[config.mk]
export PLATFORM = sky130hd
export DESIGN_NAME = pwm_decoder
export DESIGN_NICKNAME = d
export VERILOG_FILES = /design/src/rtl/pwm_decoder.sv
export SDC_FILE = /design/constraint.sdc
export NUM_CORES = 1
export LEC_CHECK = 0
export BUFFER_PORTS_ARGS = -buffer_cell sky130_fd_sc_hd__clkbuf_2
export CORE_MARGIN = 4
export CORE_UTILIZATION = 60
export CTS_CLUSTER_SIZE = 28
export DETAILED_ROUTE_END_ITERATION = 12
export GPL_TIMING_DRIVEN = 0
export PLACE_DENSITY = 0.91
export SYNTH_ARGS = -nofsm -noshare
export SYNTH_HDL_FRONTEND = slang
export SYNTH_SLANG_ARGS = --single-unit
export TNS_END_PERCENT = 5
[constraint.sdc]
create_clock -name CLK -period 4 [get_ports CLK]
set_input_delay 0.2 -clock CLK [delete_from_list [all_inputs] [get_ports CLK]]
set_output_delay 0.2 -clock CLK [all_outputs]
set_load 0.01 [all_outputs]
[src/rtl/pwm_decoder.sv]
// Recovers the UDW-bit duty code of a PWM_FSM line by timing high/period on CE ticks.
// DUTY/VALID/ERR land one CLK after the deciding tick (2-CLK sync ahead); no backpressure, strobes are one-shot.
module pwm_decoder #(
    parameter int UDW = 4
) (
    input  logic           CLK,
    input  logic           RST,
    input  logic           CE,
    input  logic           PWM_IN,
    output logic [UDW-1:0] DUTY,
    output logic           VALID,
    output logic           ERR,
    output logic           STUCK
);
    localparam int CW = UDW + 1;
    localparam logic [CW-1:0] PERIOD = {1'b1, {UDW{1'b0}}};
    localparam logic [CW-1:0] ONE    = {{UDW{1'b0}}, 1'b1};
    localparam logic [CW-1:0] CMAX   = {CW{1'b1}};

    typedef enum logic {
        ACQ  = 1'b0,
        MEAS = 1'b1
    } state_t;

    function automatic logic [CW-1:0] sat_inc(input logic [CW-1:0] x);
        return (x == CMAX) ? x : x + ONE;
    endfunction

    logic [1:0]     sync_q;
    logic           sp_q, sp_d;
    state_t         state_q, state_d;
    logic [CW-1:0]  pcnt_q, pcnt_d;
    logic [CW-1:0]  hcnt_q, hcnt_d;
    logic [CW-1:0]  run_q, run_d;
    logic [UDW-1:0] duty_q, duty_d;
    logic           valid_q, valid_d;
    logic           err_q, err_d;
    logic           stuck_q, stuck_d;

    logic s;
    logic rise;
    logic fall;

    assign s    = sync_q[1];
    assign rise = s & ~sp_q;
    assign fall = ~s & sp_q;

    always_comb begin
        sp_d    = sp_q;
        state_d = state_q;
        pcnt_d  = pcnt_q;
        hcnt_d  = hcnt_q;
        run_d   = run_q;
        duty_d  = duty_q;
        valid_d = 1'b0;
        err_d   = 1'b0;
        stuck_d = stuck_q;

        if (CE) begin
            sp_d = s;
            if (rise) begin
                // The first rise out of ACQ only opens a period; it has nothing to judge yet.
                if (state_q == MEAS) begin
                    if (pcnt_q == PERIOD) begin
                        duty_d  = hcnt_q[UDW-1:0];
                        valid_d = 1'b1;
                    end else begin
                        err_d = 1'b1;
                    end
                end
                pcnt_d  = ONE;
                hcnt_d  = ONE;
                run_d   = ONE;
                state_d = MEAS;
            end else begin
                pcnt_d = sat_inc(pcnt_q);
                if (s) begin
                    hcnt_d = sat_inc(hcnt_q);
                end
                if (fall) begin
                    run_d   = ONE;
                    stuck_d = 1'b0;
                end else begin
                    run_d = sat_inc(run_q);
                end

                if (run_d == PERIOD) begin
                    if (!s) begin
                        // A full period of low is the legal encoding of code 0.
                        duty_d  = '0;
                        valid_d = 1'b1;
                        run_d   = '0;
                    end else begin
                        stuck_d = 1'b1;
                    end
                    state_d = ACQ;
                end
            end
        end
    end

    always_ff @(posedge CLK or negedge RST) begin
        if (!RST) begin
            sync_q  <= 2'b00;
            sp_q    <= 1'b0;
            state_q <= ACQ;
            pcnt_q  <= '0;
            hcnt_q  <= '0;
            run_q   <= '0;
            duty_q  <= '0;
            valid_q <= 1'b0;
            err_q   <= 1'b0;
            stuck_q <= 1'b0;
        end else begin
            sync_q  <= {sync_q[0], PWM_IN};
            sp_q    <= sp_d;
            state_q <= state_d;
            pcnt_q  <= pcnt_d;
            hcnt_q  <= hcnt_d;
            run_q   <= run_d;
            duty_q  <= duty_d;
            valid_q <= valid_d;
            err_q   <= err_d;
            stuck_q <= stuck_d;
        end
    end

    assign DUTY  = duty_q;
    assign VALID = valid_q;
    assign ERR   = err_q;
    assign STUCK = stuck_q;

endmodule

# [After elaboration in Yosys (flattened, before gate mapping)]
# Cells that the tools add are included.
[word_totals] reg_bits=26 latch_bits=0 mem_bits_rw=0 romBits=0 in_bits=4 output_inout_bits=7 word_cells=67 n_memories=0
[op_classes] addsub=3 n_mul=0 div_mod_pow=0 n_lt_le_gt_ge=0 eq_ne=10 shifts=0 muxes=32 bitwise_logic=5 n_reduce_logical=7
[op_table] cell="$mux 5" count=12
[op_table] cell="$eq 5x5->1 const B" count=5
[op_table] cell="$mux 4" count=5
[op_table] cell="$add 5x1->5 const B" count=3
[op_table] cell="$mux 1" count=15
[op_table] cell="$ne 2x2->1 const B" count=3
[op_table] cell="$reduce_and 2->1" count=3
[op_table] cell="$reduce_and 5->1" count=1
[op_table] cell="$ne 2x1->1 const B" count=2
[op_table] cell="$reduce_bool 2->1" count=2
[op_table] cell="$not 1->1" count=3
[op_table] cell="$reduce_and 3->1" count=1
[op_table] cell="$and 1x1->1" count=2

# [Longest topological paths before layout]
# Gate-level depths: netlist of run 1.
[depth] depth_word=9 depth_mapped=7 mapped_depth_nobuf=7

# [Least setup slack after synthesis of run 1]
# Ideal clock, no wire load.
[synth_timing] kind="reg-to-reg" from="reg hcnt_q[0]" to="reg hcnt_q[3]" setup_ns=0.121 t_arrival_ns=1.493 t_required_ns=3.879 slack_ns=2.386 path_stages_with_launch=7 n_path_buf=0 period_less_slack_ns=1.614 path_cell_list="dfrtp_1 ha_1 and3_1 ha_1 nand4b_1 a21o_1 a22o_1"
[synth_between] elab_chain_cells=4 elab_cells_between_ends=7 classes_between="add/sub: 1; eq/ne: 2; mux: 3; reduce/logical: 1"
[synth_lines] element="from (decl)" line_no="33" rtl="logic [CW-1:0] hcnt_q, hcnt_d;"
[synth_lines] element="from (signal assigned)" line_no="119" rtl="hcnt_q <= hcnt_d;"
[synth_lines] element="$add 5x1->5" line_no="26" rtl="return (x == CMAX) ? x : x + ONE;"
[synth_lines] element="$mux 5" line_no="26"
[synth_lines] element="$mux 5" line_no="77" rtl="if (s) begin"
[synth_lines] element="$mux 5" line_no="61" rtl="if (rise) begin"
# Several ways; a longest one is shown, not always the timed one. The select of a mux whose other input is x is not followed.
# A chain may end at the register's enable or synchronous reset.

# [Worst setup path after layout of run 1]
[layout_timing] from="reg run_q[0]" to="reg run_q[4]"
[layout_between] elab_chain_cells=8 elab_cells_between_ends=10 classes_between="add/sub: 1; eq/ne: 2; mux: 7"
[layout_lines] element="from (decl)" line_no="34" rtl="logic [CW-1:0] run_q, run_d;"
[layout_lines] element="from (signal assigned)" line_no="120" rtl="run_q <= run_d;"
[layout_lines] element="$add 5x1->5 / $eq 5x5->1 (equally long branches)" line_no="26"
[layout_lines] element="$mux 5 (*)" line_no="26"
[layout_lines] element="$mux 5 (*)" line_no="80" rtl="if (fall) begin"
[layout_lines] element="$mux 5 (*)" line_no="61"
[layout_lines] element="$mux 5 (*)" line_no="59" rtl="if (CE) begin"
[layout_lines] element="$eq 5x5->1 / $mux 5 (equally long branches)" line_no="87, 88"
[layout_lines] element="$mux 5 (*)" line_no="87" rtl="if (run_d == PERIOD) begin"
[layout_lines] element="$mux 5 (*)" line_no="61"
# Every way passes the cells marked *; elsewhere a longest branch is shown, timed or not. The select of a mux whose other input is x is not followed.

==> run metrics, run 1 <==
grt ovf 0; mux share of post-synthesis cell area 3.50%; maxcap violations 0; worst hold path class in2reg; TritonCTS buffer count 3; #FFs+latches synth 26; Yosys cell types 35; Die W 54.9 um; hold_ws 0.339 ns; async set-reset flop share out of synthesis 100%; syn_nets 147; first-pass GRT wire length 4240 um; Top Ports 11; Synth Area in Adders 5.68%; DRT antenna net count 0; Most used DFF post-synth dfrtp_1; chip height 54.9 um; detailed placer's ending HPWL 1840 um; die area 0.00302 mm^2; largest family of logic cells by synthesized area simple AND/OR/NAND/NOR gates; Max Clock Freq 0.550 GHz; CTS tree built; Critical Path, Cell by Cell ha_1 -> a21boi_0 -> mux2_4 -> and2_4 -> o211a_1 -> o32ai_2; CP max stage delay 0.48 ns; Yosys warning count 0; worst-margin pin slew 0.621 ns; Fin. Hold Viols 0; Slew HR 58.6%; CP Launch Type flip-flop; Setup TNS Final 0 ns; Max Slew Vio Count 0; Area after DPL 0.00140 mm^2; TritonRoute pass-1 iters 4; Peak VDD IR 0.274 mV; Cell Pwr Density 451 mW/mm^2; CP Class reg2reg; clk buf depth 2; hold_sp CE; clk_skew 0.00491 ns; sequential area share after synthesis 49.2%; Reg clk slew, reported paths 0.14 ns; routed via count 1069; postcts setup bufs 0; htree depth 1; Req. time, crit path 4.23 ns; outcome completed; final core occ 72.0%; final instance area 0.00146 mm^2; RSZ-0062 raised after global routing no; largest net degree at the start of global routing 27; CTS root buf clkbuf_4; global placement routability congestion 0.849; I/O Buffers 9; wirelength, routed 2520 um; post-synthesis simple-gate area fraction 19.1%; Area Overhead vs Synth 10.2%; Global Route Usage Sum 19.4%; start point of the critical path run_q[0]$_DFFE_PN0P_; Synth Area in XOR/XNOR 0.663%; layout cells sized above 1 14.5%; Worst Slack Setup Final 2.18 ns; synthesized area 0.00132 mm^2; Row Count 16; vias in the first global route 1011; pre-CTS setup slack 2.19 ns; initial antenna violation count 0; CP max-delay cell dfrtp_1; DRC 0; Synth Instances 137; Layout Nets 163; Compound-Gate Fraction of Synth Area 17.6%; Tmin final 1.82 ns; Worst-Skew Late Latency 0.32 ns; drt via density 5.97; count of inserted antenna diode cells 0; # clock sinks 26; Crit path arrival time 2.05 ns; final worst-path cycle share 45.5%; Syn Area/Cell 9.64 um^2; r2r startpoint run_q[0]$_DFFE_PN0P_; CORE AREA 0.00202 mm^2; crit-path max FO 6; setup violators final 0; initial drt markers 25; Lkg Pwr 0.704 nW; post-DR wirelength/cell 14.1 um; Initial Util 65.3%; EDFF count, synth 0; CP endpoint kind flip-flop
worst paths after layout:
| path | to | slack [ns] | cells after the start |
|---|---|---|---|
| max | run_q[4]$_DFFE_PN0P_ | 2.18 | 6 |
| min | ERR$_DFF_PN0_ | 0.34 | 3 |
| max reg2reg | run_q[4]$_DFFE_PN0P_ | 2.18 | 6 |
| min reg2reg | sync_q[1]$_DFF_PN0_ | 0.37 | 0 |
| max in group asynchronous | run_q[4]$_DFFE_PN0P_ | 3.19 | 2 |
| min in group asynchronous | DUTY[0]$_DFFE_PN0P_ | 0.41 | 2 |
synth_stat cells, types with 2 or more instances:
cell      count  area (um^2)
a21oi_1       8         40.0
a22o_1        4         35.0
a22oi_1       2         15.0
and3_1        2         12.5
buf_2         2         10.0
clkbuf_1      2         7.51
dfrtp_1      26          651
ha_1          6         75.1
inv_1        10         37.5
mux2i_1       2         20.0
nand2_1      21         78.8
nand2b_1      2         12.5
nand3_1       5         25.0
nand3b_1      2         15.0
nand4_1       2         12.5
nor2_1        3         11.3
nor3_1        5         25.0
o21ai_0      15         75.1
o22ai_1       2         12.5
cell families after synthesis:
family / after synthesis
adder cells (fa/ha/maj): 6
AND/OR/NAND/NOR: 49
flip-flops: 26
multiplexers: 4
XOR/XNOR: 1
buffers and inverters: 14
AO/OA/AOI/OAI: 37
through the flow:
step,std cells,total power (W)
after global routing,179,0.000700
after detailed placement,173,0.000524
final,179,0.000657
after CTS,179,0.000655
after floorplan,137,0.000477
after global placement,173,0.000508
worst max-delay path: cells and delay by family (launching register included):
kind | cells | cell delay (ns)
compound gates | 3 | 0.53
flops | 1 | 0.48
mux | 1 | 0.28
fa+ha+maj | 1 | 0.30
simple gates | 1 | 0.15
timing repair:
action,CTS,global route
hold buffers,2,0
endpoints found under the hold margin,27,0
gates resized for setup,0,0
report_power, final:
part / switching [W] / internal, W
Sequential: 0.0000560 / 0.000303
Combinational: 0.0000842 / 0.0000795
Clock: 0.0000782 / 0.0000557
Total: 0.000218 / 0.000439
area by class of cell:
| class | count | area (um^2) |
|---|---|---|
| Sequential cell | 26 | 651 |
| Multi-Input combinational cell | 97 | 616 |
| Fill cell | 158 | 566 |
| Timing Repair Buffer | 11 | 65.1 |
| Inverter | 10 | 37.5 |
| Clock buffer | 4 | 36.3 |
| Tap cell | 27 | 33.8 |
| Buffer | 4 | 17.5 |
flip-flops by register name, indices dropped and copies added (netlist names):
register	flops
DUTY	4
ERR	1
STUCK	1
VALID	1
hcnt_q	5
pcnt_q	5
run_q	5
sp_q	1
state_q	1
sync_q	2
layer usage:
metal	track usage [%]	vias to the layer above	share of wire, %
met2	34.3	22	52
met3	2.95	2	3.8
met4	8.10	0	0.40
met5	0	-	0
met1	23.3	526	44
li1	-	519	-
placed cells by master, fill, tap and decap left out, types with 3 or more instances in the layout:
| cell | n |
|---|---|
| nand2_1 | 21 |
| clkbuf_2 | 9 |
| a21oi_1 | 8 |
| o21ai_0 | 15 |
| nand3_1 | 5 |
| ha_1 | 6 |
| inv_1 | 10 |
| dfrtp_1 | 26 |
| nor2_1 | 3 |
| a22o_1 | 4 |
| clkbuf_4 | 3 |
| nor3_1 | 5 |
Note: power is estimated with default switching activity, not from simulation.
==> run 2: changes to the inputs <==
--- a/config.mk
+++ b/config.mk
@@ -7,11 +7,11 @@
 export LEC_CHECK = 0
 export BUFFER_PORTS_ARGS = -buffer_cell sky130_fd_sc_hd__clkbuf_2
 export CORE_MARGIN = 4
-export CORE_UTILIZATION = 60
+export CORE_UTILIZATION = 52
 export CTS_CLUSTER_SIZE = 28
 export DETAILED_ROUTE_END_ITERATION = 12
 export GPL_TIMING_DRIVEN = 0
-export PLACE_DENSITY = 0.91
+export PLACE_DENSITY = 0.85
 export SYNTH_ARGS = -nofsm -noshare
 export SYNTH_HDL_FRONTEND = slang
 export SYNTH_SLANG_ARGS = --single-unit
==> constraint.sdc (replaced) <==
create_clock -name CLK -period 1.6 [get_ports CLK]
set_input_delay 0.08 -clock CLK [delete_from_list [all_inputs] [get_ports CLK]]
set_output_delay 0.08 -clock CLK [all_outputs]
set_load 0.01 [all_outputs]
==> run 2 against run 1 <==
Compared with the run above: the flow now finishes with violations (negative setup slack); power grew to 2.6 times the previous value; core utilization is 8.7 points lower; die area is 13% higher; design area is 6.7% higher; maximum frequency is 10% higher; setup slack worse by 2.2 ns; final cell count is 3.9% higher; critical path depth stayed put; combinational power grew to 3.2 times the previous value; flip-flop and latch count stayed put; routed wire length is 6.5% higher; via count is 0.65% lower; critical path type unchanged.
==> run metrics, run 2 (same netlist as run 1, synthesis figures left out) <==
outcome complete, but fails checks; failing checks negative setup slack; DRT antenna net count 0; Clk network pwr share 16.6%; FF+latch area 651 um^2; filler cell count in the final layout 197; die area 0.00341 mm^2; Tmin final 1.65 ns; worst-margin pin slew 0.644 ns; routed via count 1062; setup violators final 2; CP Launch Type flip-flop; Top Ports 11; Row Count 18; total power 0.00170 W; Setup TNS Final -0.0563 ns; clk buf depth 2; CORE AREA 0.00245 mm^2; wirelength, routed 2680 um; htree depth 1; worst hold path class in2reg; vias in the first global route 1070; Max Clock Freq 0.607 GHz; TritonCTS buffer count 3; RSZ-0062 raised after global routing yes; Fin. Hold Viols 0; CP Class reg2reg; Initial Util 53.8%; Global Route Usage Sum 17.1%; Lkg Pwr 0.720 nW; Die W 58.4 um; Hold Path Stages 3; final worst-path cycle share 103%; I/O Buffers 9; count of inserted antenna diode cells 0; Layout Nets 168; Peak VDD IR 0.827 mV; Worst Slack Setup Final -0.0481 ns; largest net degree at the start of global routing 27; CTS root buf clkbuf_4; Hold Path End run_q[3]$_DFFE_PN0P_; Reg power frac 52.4%; DRC 0; Crit path arrival time 1.88 ns; hold_ws 0.220 ns; # clock sinks 26; chip height 58.4 um; Cell Pwr Density 1090 mW/mm^2; area of the multi-input gates 679 um^2; biggest regs hcnt_q x5, pcnt_q x5, run_q x5; CTS tree built; initial drt markers 51; TritonRoute pass-1 iters 4; Internal Power 0.00112 W; drt via density 5.71; grt ovf 0; commonest non-fill, non-tap cell in the layout dfrtp_1; global placement routability congestion 0.865; detailed placer's ending HPWL 1860 um; reg2reg path depth 6; CP endpoint kind flip-flop; Combinational Power Share 31.0%; most frequent cells in the layout dfrtp_1, nand2_1, inv_1, o21ai_0, clkbuf_2; initial antenna violation count 0; Slew HR 57.1%; r2r startpoint run_q[1]$_DFFE_PN0P_; maxcap violations 0; FF-to-FF End run_q[4]$_DFFE_PN0P_; Reg clk slew, reported paths 0.14 ns; hold_sp CE; crit-path max FO 3; post-DR wirelength/cell 14.4 um; Switching Share 34.3%; Max Slew Vio Count 0; first-pass GRT wire length 4520 um; Worst-Skew Late Latency 0.32 ns; placed insts 176; start point of the critical path run_q[1]$_DFFE_PN0P_; Register-to-Register Setup Slack -0.05 ns; Area Overhead vs Synth 17.6%; pre-CTS setup slack -0.183 ns; clk_skew 0.00424 ns; Non-Filler Instances 186; Switch Pwr 0.000582 W; layout cells sized above 1 22.4%; Req. time, crit path 1.84 ns
[run 2: cell types whose count changed in the layout (fill, tap and decap cells not counted), moves of 3 or more]
cell and change:
nor3_2 +3, nor3_1 -3, buf_4 +4, o21ai_1 +6, ha_1 -4, o21ai_0 -6
[run 2: layout make-up]
class	instances	area share, %
multi-input cells	97	43.7
flip-flops and latches	26	41.9
repair buffers	16	6.84
inverters	10	2.42
well taps	30	2.42
clock buffers	3	1.45
plain buffers	4	1.29
[run 2: per-stage QoR]
step | cell area [um^2] | utilization (%)
after floorplan | 1320 | -
after global routing | 1550 | 63.3
after detailed placement | 1410 | 57.3
final | 1550 | 63.3
after CTS | 1510 | 61.6
after global placement | 1410 | 57.3
[run 2: per-layer routing]
metal	up-vias	GRT usage, %	share of wire [%]
li1	526	-	-
met4	0	7.95	1.4
met1	509	20.3	44
met2	22	29.8	51
met5	-	0	0
met3	5	2.85	3.5
[run 2: power by group through the flow]
stage / Sequential (W) / Combinational, W / Clock [W]
CTS: 0.000869 / 0.000491 / 0.000292
global route: 0.000910 / 0.000588 / 0.000314
finish: 0.000891 / 0.000527 / 0.000282
floorplan: 0.000869 / 0.000325 / 0
detailed placement: 0.000901 / 0.000407 / 0
global placement: 0.000892 / 0.000379 / 0
[run 2: worst max path at each step]
stage | end | slack, ns | cells past startpoint
floorplan | VALID$_DFF_PN0_ | 0.002 | 6
global placement | run_q[4]$_DFFE_PN0P_ | -0.11 | 6
detailed placement | run_q[4]$_DFFE_PN0P_ | -0.18 | 6
CTS | run_q[4]$_DFFE_PN0P_ | -0.06 | 6
global route | run_q[4]$_DFFE_PN0P_ | -0.12 | 6
finish | run_q[4]$_DFFE_PN0P_ | -0.05 | 6
[run 2: critical path: stages (launching register included)]
cell     delay, ns
dfrtp_1       0.44
buf_4         0.16
nand3_2       0.07
mux2_4        0.30
and2_4        0.14
o211a_1       0.22
o32ai_2       0.23
[run 2: repair_timing]
| action | 4_1_cts | 5_1_grt |
|---|---|---|
| pin swaps | 2 | 1 |
| hold endpoints to repair | 27 | 0 |
| cloned | 0 | 0 |
| hold buffers | 2 | 0 |
| setup buffers | 4 | 1 |
| gates resized for setup | 7 | 13 |
| setup endpoints to repair | 15 | 14 |
==> run 3: changes to the inputs <==
--- a/config.mk
+++ b/config.mk
@@ -12,6 +12,7 @@
 export DETAILED_ROUTE_END_ITERATION = 12
 export GPL_TIMING_DRIVEN = 0
 export PLACE_DENSITY = 0.85
+export SETUP_SLACK_MARGIN = 0.15
 export SYNTH_ARGS = -nofsm -noshare
 export SYNTH_HDL_FRONTEND = slang
 export SYNTH_SLANG_ARGS = --single-unit
==> run 3 against run 2 <==
Compared with the run above: the flow now finishes without violations; via count rose by 4.0%; routed wire length rose by 2.7%; clock power rose by 20%; design area rose by 5.2%; setup slack improved by 0.059 ns; clock skew rose by 0.0085 ns; power rose by 5.3%; critical path type unchanged; critical endpoint is now VALID$_DFF_PN0_; highest routed layer unchanged.
==> run metrics, run 3 (same netlist as run 1, synthesis figures left out) <==
drt via density 5.78; commonest non-fill, non-tap cell in the layout dfrtp_1; grt ovf 0; htree depth 1; Fin. Hold Viols 0; Worst Slack Setup Final 0.0111 ns; start point of the critical path run_q[1]$_DFFE_PN0P_; Crit path arrival time 1.82 ns; TritonCTS buffer count 3; Cell Pwr Density 1090 mW/mm^2; die area 0.00341 mm^2; chip height 58.4 um; detailed placer's ending HPWL 1770 um; maxcap violations 0; r2r startpoint run_q[1]$_DFFE_PN0P_; crit-path max FO 6; setup violators final 0; DRT antenna net count 0; post-DR wirelength/cell 14.4 um; count of inserted antenna diode cells 0; Worst-Skew Late Latency 0.33 ns; Setup TNS Final 0 ns; CP endpoint kind flip-flop; most frequent cells in the layout dfrtp_1, nand2_1, o21ai_0, buf_4, clkbuf_2; biggest regs hcnt_q x5, pcnt_q x5, run_q x5; initial drt markers 49; Max Clock Freq 0.629 GHz; hold_ws 0.218 ns; routed via count 1104; placed insts 176; DRC 0; RSZ-0062 raised after global routing yes; hold_sp CE; Req. time, crit path 1.83 ns; pre-CTS setup slack -0.143 ns; Peak VDD IR 0.792 mV; CP Launch Type flip-flop; global placement routability congestion 0.863; Die W 58.4 um; clk buf depth 2; final worst-path cycle share 99.3%; I/O Buffers 9; Area Overhead vs Synth 23.8%; Worst Path Buf+Inv 0; CP Class reg2reg; Max Slew Vio Count 0; CTS root buf clkbuf_4; CTS tree built; CP max stage delay 0.43 ns; Slew HR 57.4%; Top Ports 11; Initial Util 53.8%; wirelength, routed 2750 um; initial antenna violation count 0; total power 0.00179 W; worst-margin pin slew 0.639 ns; CORE AREA 0.00245 mm^2; clk_skew 0.0127 ns; Row Count 18; Non-Filler Instances 191; Reg clk slew, reported paths 0.15 ns; # clock sinks 26; Tmin final 1.59 ns; worst hold path class in2reg; layout cells sized above 1 29.8%; Layout Nets 172; Register-to-Register Setup Slack 0.01 ns; Critical Path, Cell by Cell ha_4 -> a21boi_1 -> mux2_4 -> and2_4 -> and3_4 -> or2_1; largest net degree at the start of global routing 27; outcome completed; first-pass GRT wire length 4370 um; Global Route Usage Sum 16.3%; Lkg Pwr 0.744 nW; vias in the first global route 1070; TritonRoute pass-1 iters 4; Top delay family on crit path simple AND/OR/NAND/NOR gates; CP max-delay cell dfrtp_1
[run 3: changes by cell type in the layout (fill, tap and decap cells not counted), sizes merged]
cell | previous run | this run
buf | 6 | 11
[run 3: per-stage QoR]
step	cell area, um^2	util, %
finish	1640	66.6
global route	1640	66.6
CTS	1570	63.9
detailed placement	1420	57.9
global placement	1420	57.9
floorplan	1340	-
[run 3: final cells by class]
type,count,area (um^2)
flip-flops and latches,26,653
multi-input cells,97,718
clock buffers,4,36.3
well taps,30,37.5
repair buffers,20,133
plain buffers,4,20.0
fillers,181,820
inverters,10,37.5
[run 3: worst reg2reg max path, stage by stage (launching register included)]
cell      delay, ns
dfrtp_1        0.43
ha_4           0.18
a21boi_1       0.06
mux2_4         0.28
and2_4         0.15
and3_4         0.18
or2_1          0.21
[run 3: worst paths after layout]
kind / endpoint / cells past startpoint
setup / recovery: VALID$_DFF_PN0_ / 6
hold / removal: ERR$_DFF_PN0_ / 3
setup reg to reg: VALID$_DFF_PN0_ / 6
hold reg to reg: sync_q[1]$_DFF_PN0_ / 0
max in group asynchronous: run_q[0]$_DFFE_PN0P_ / 2
min in group asynchronous: pcnt_q[4]$_DFFE_PN0P_ / 2
[run 3: report_power, final]
part / leakage (nW) / switching [W] / internal, W
combinational: 0.391 / 0.000255 / 0.000291
clock: 0.0210 / 0.000197 / 0.000139
sequential: 0.331 / 0.000145 / 0.000761
total: 0.744 / 0.000598 / 0.00119
[run 3: what timing repair did]
item                                    in CTS  in global routing
resized for setup                           12                 13
setup buffers                                5                  4
hold buffers                                 2                  0
endpoints found under the setup margin      18                 20
endpoints found under the hold margin       27                  0
pin swaps                                    3                 13
[run 3: metal layers]
metal / track usage [%] / vias to the layer above / part of all wire, %
li1: - / 531 / -
met1: 19.1 / 546 / 42
met2: 28.1 / 25 / 53
met3: 3.73 / 2 / 4.4
met4: 7.62 / 0 / 0.65
met5: 0 / - / 0
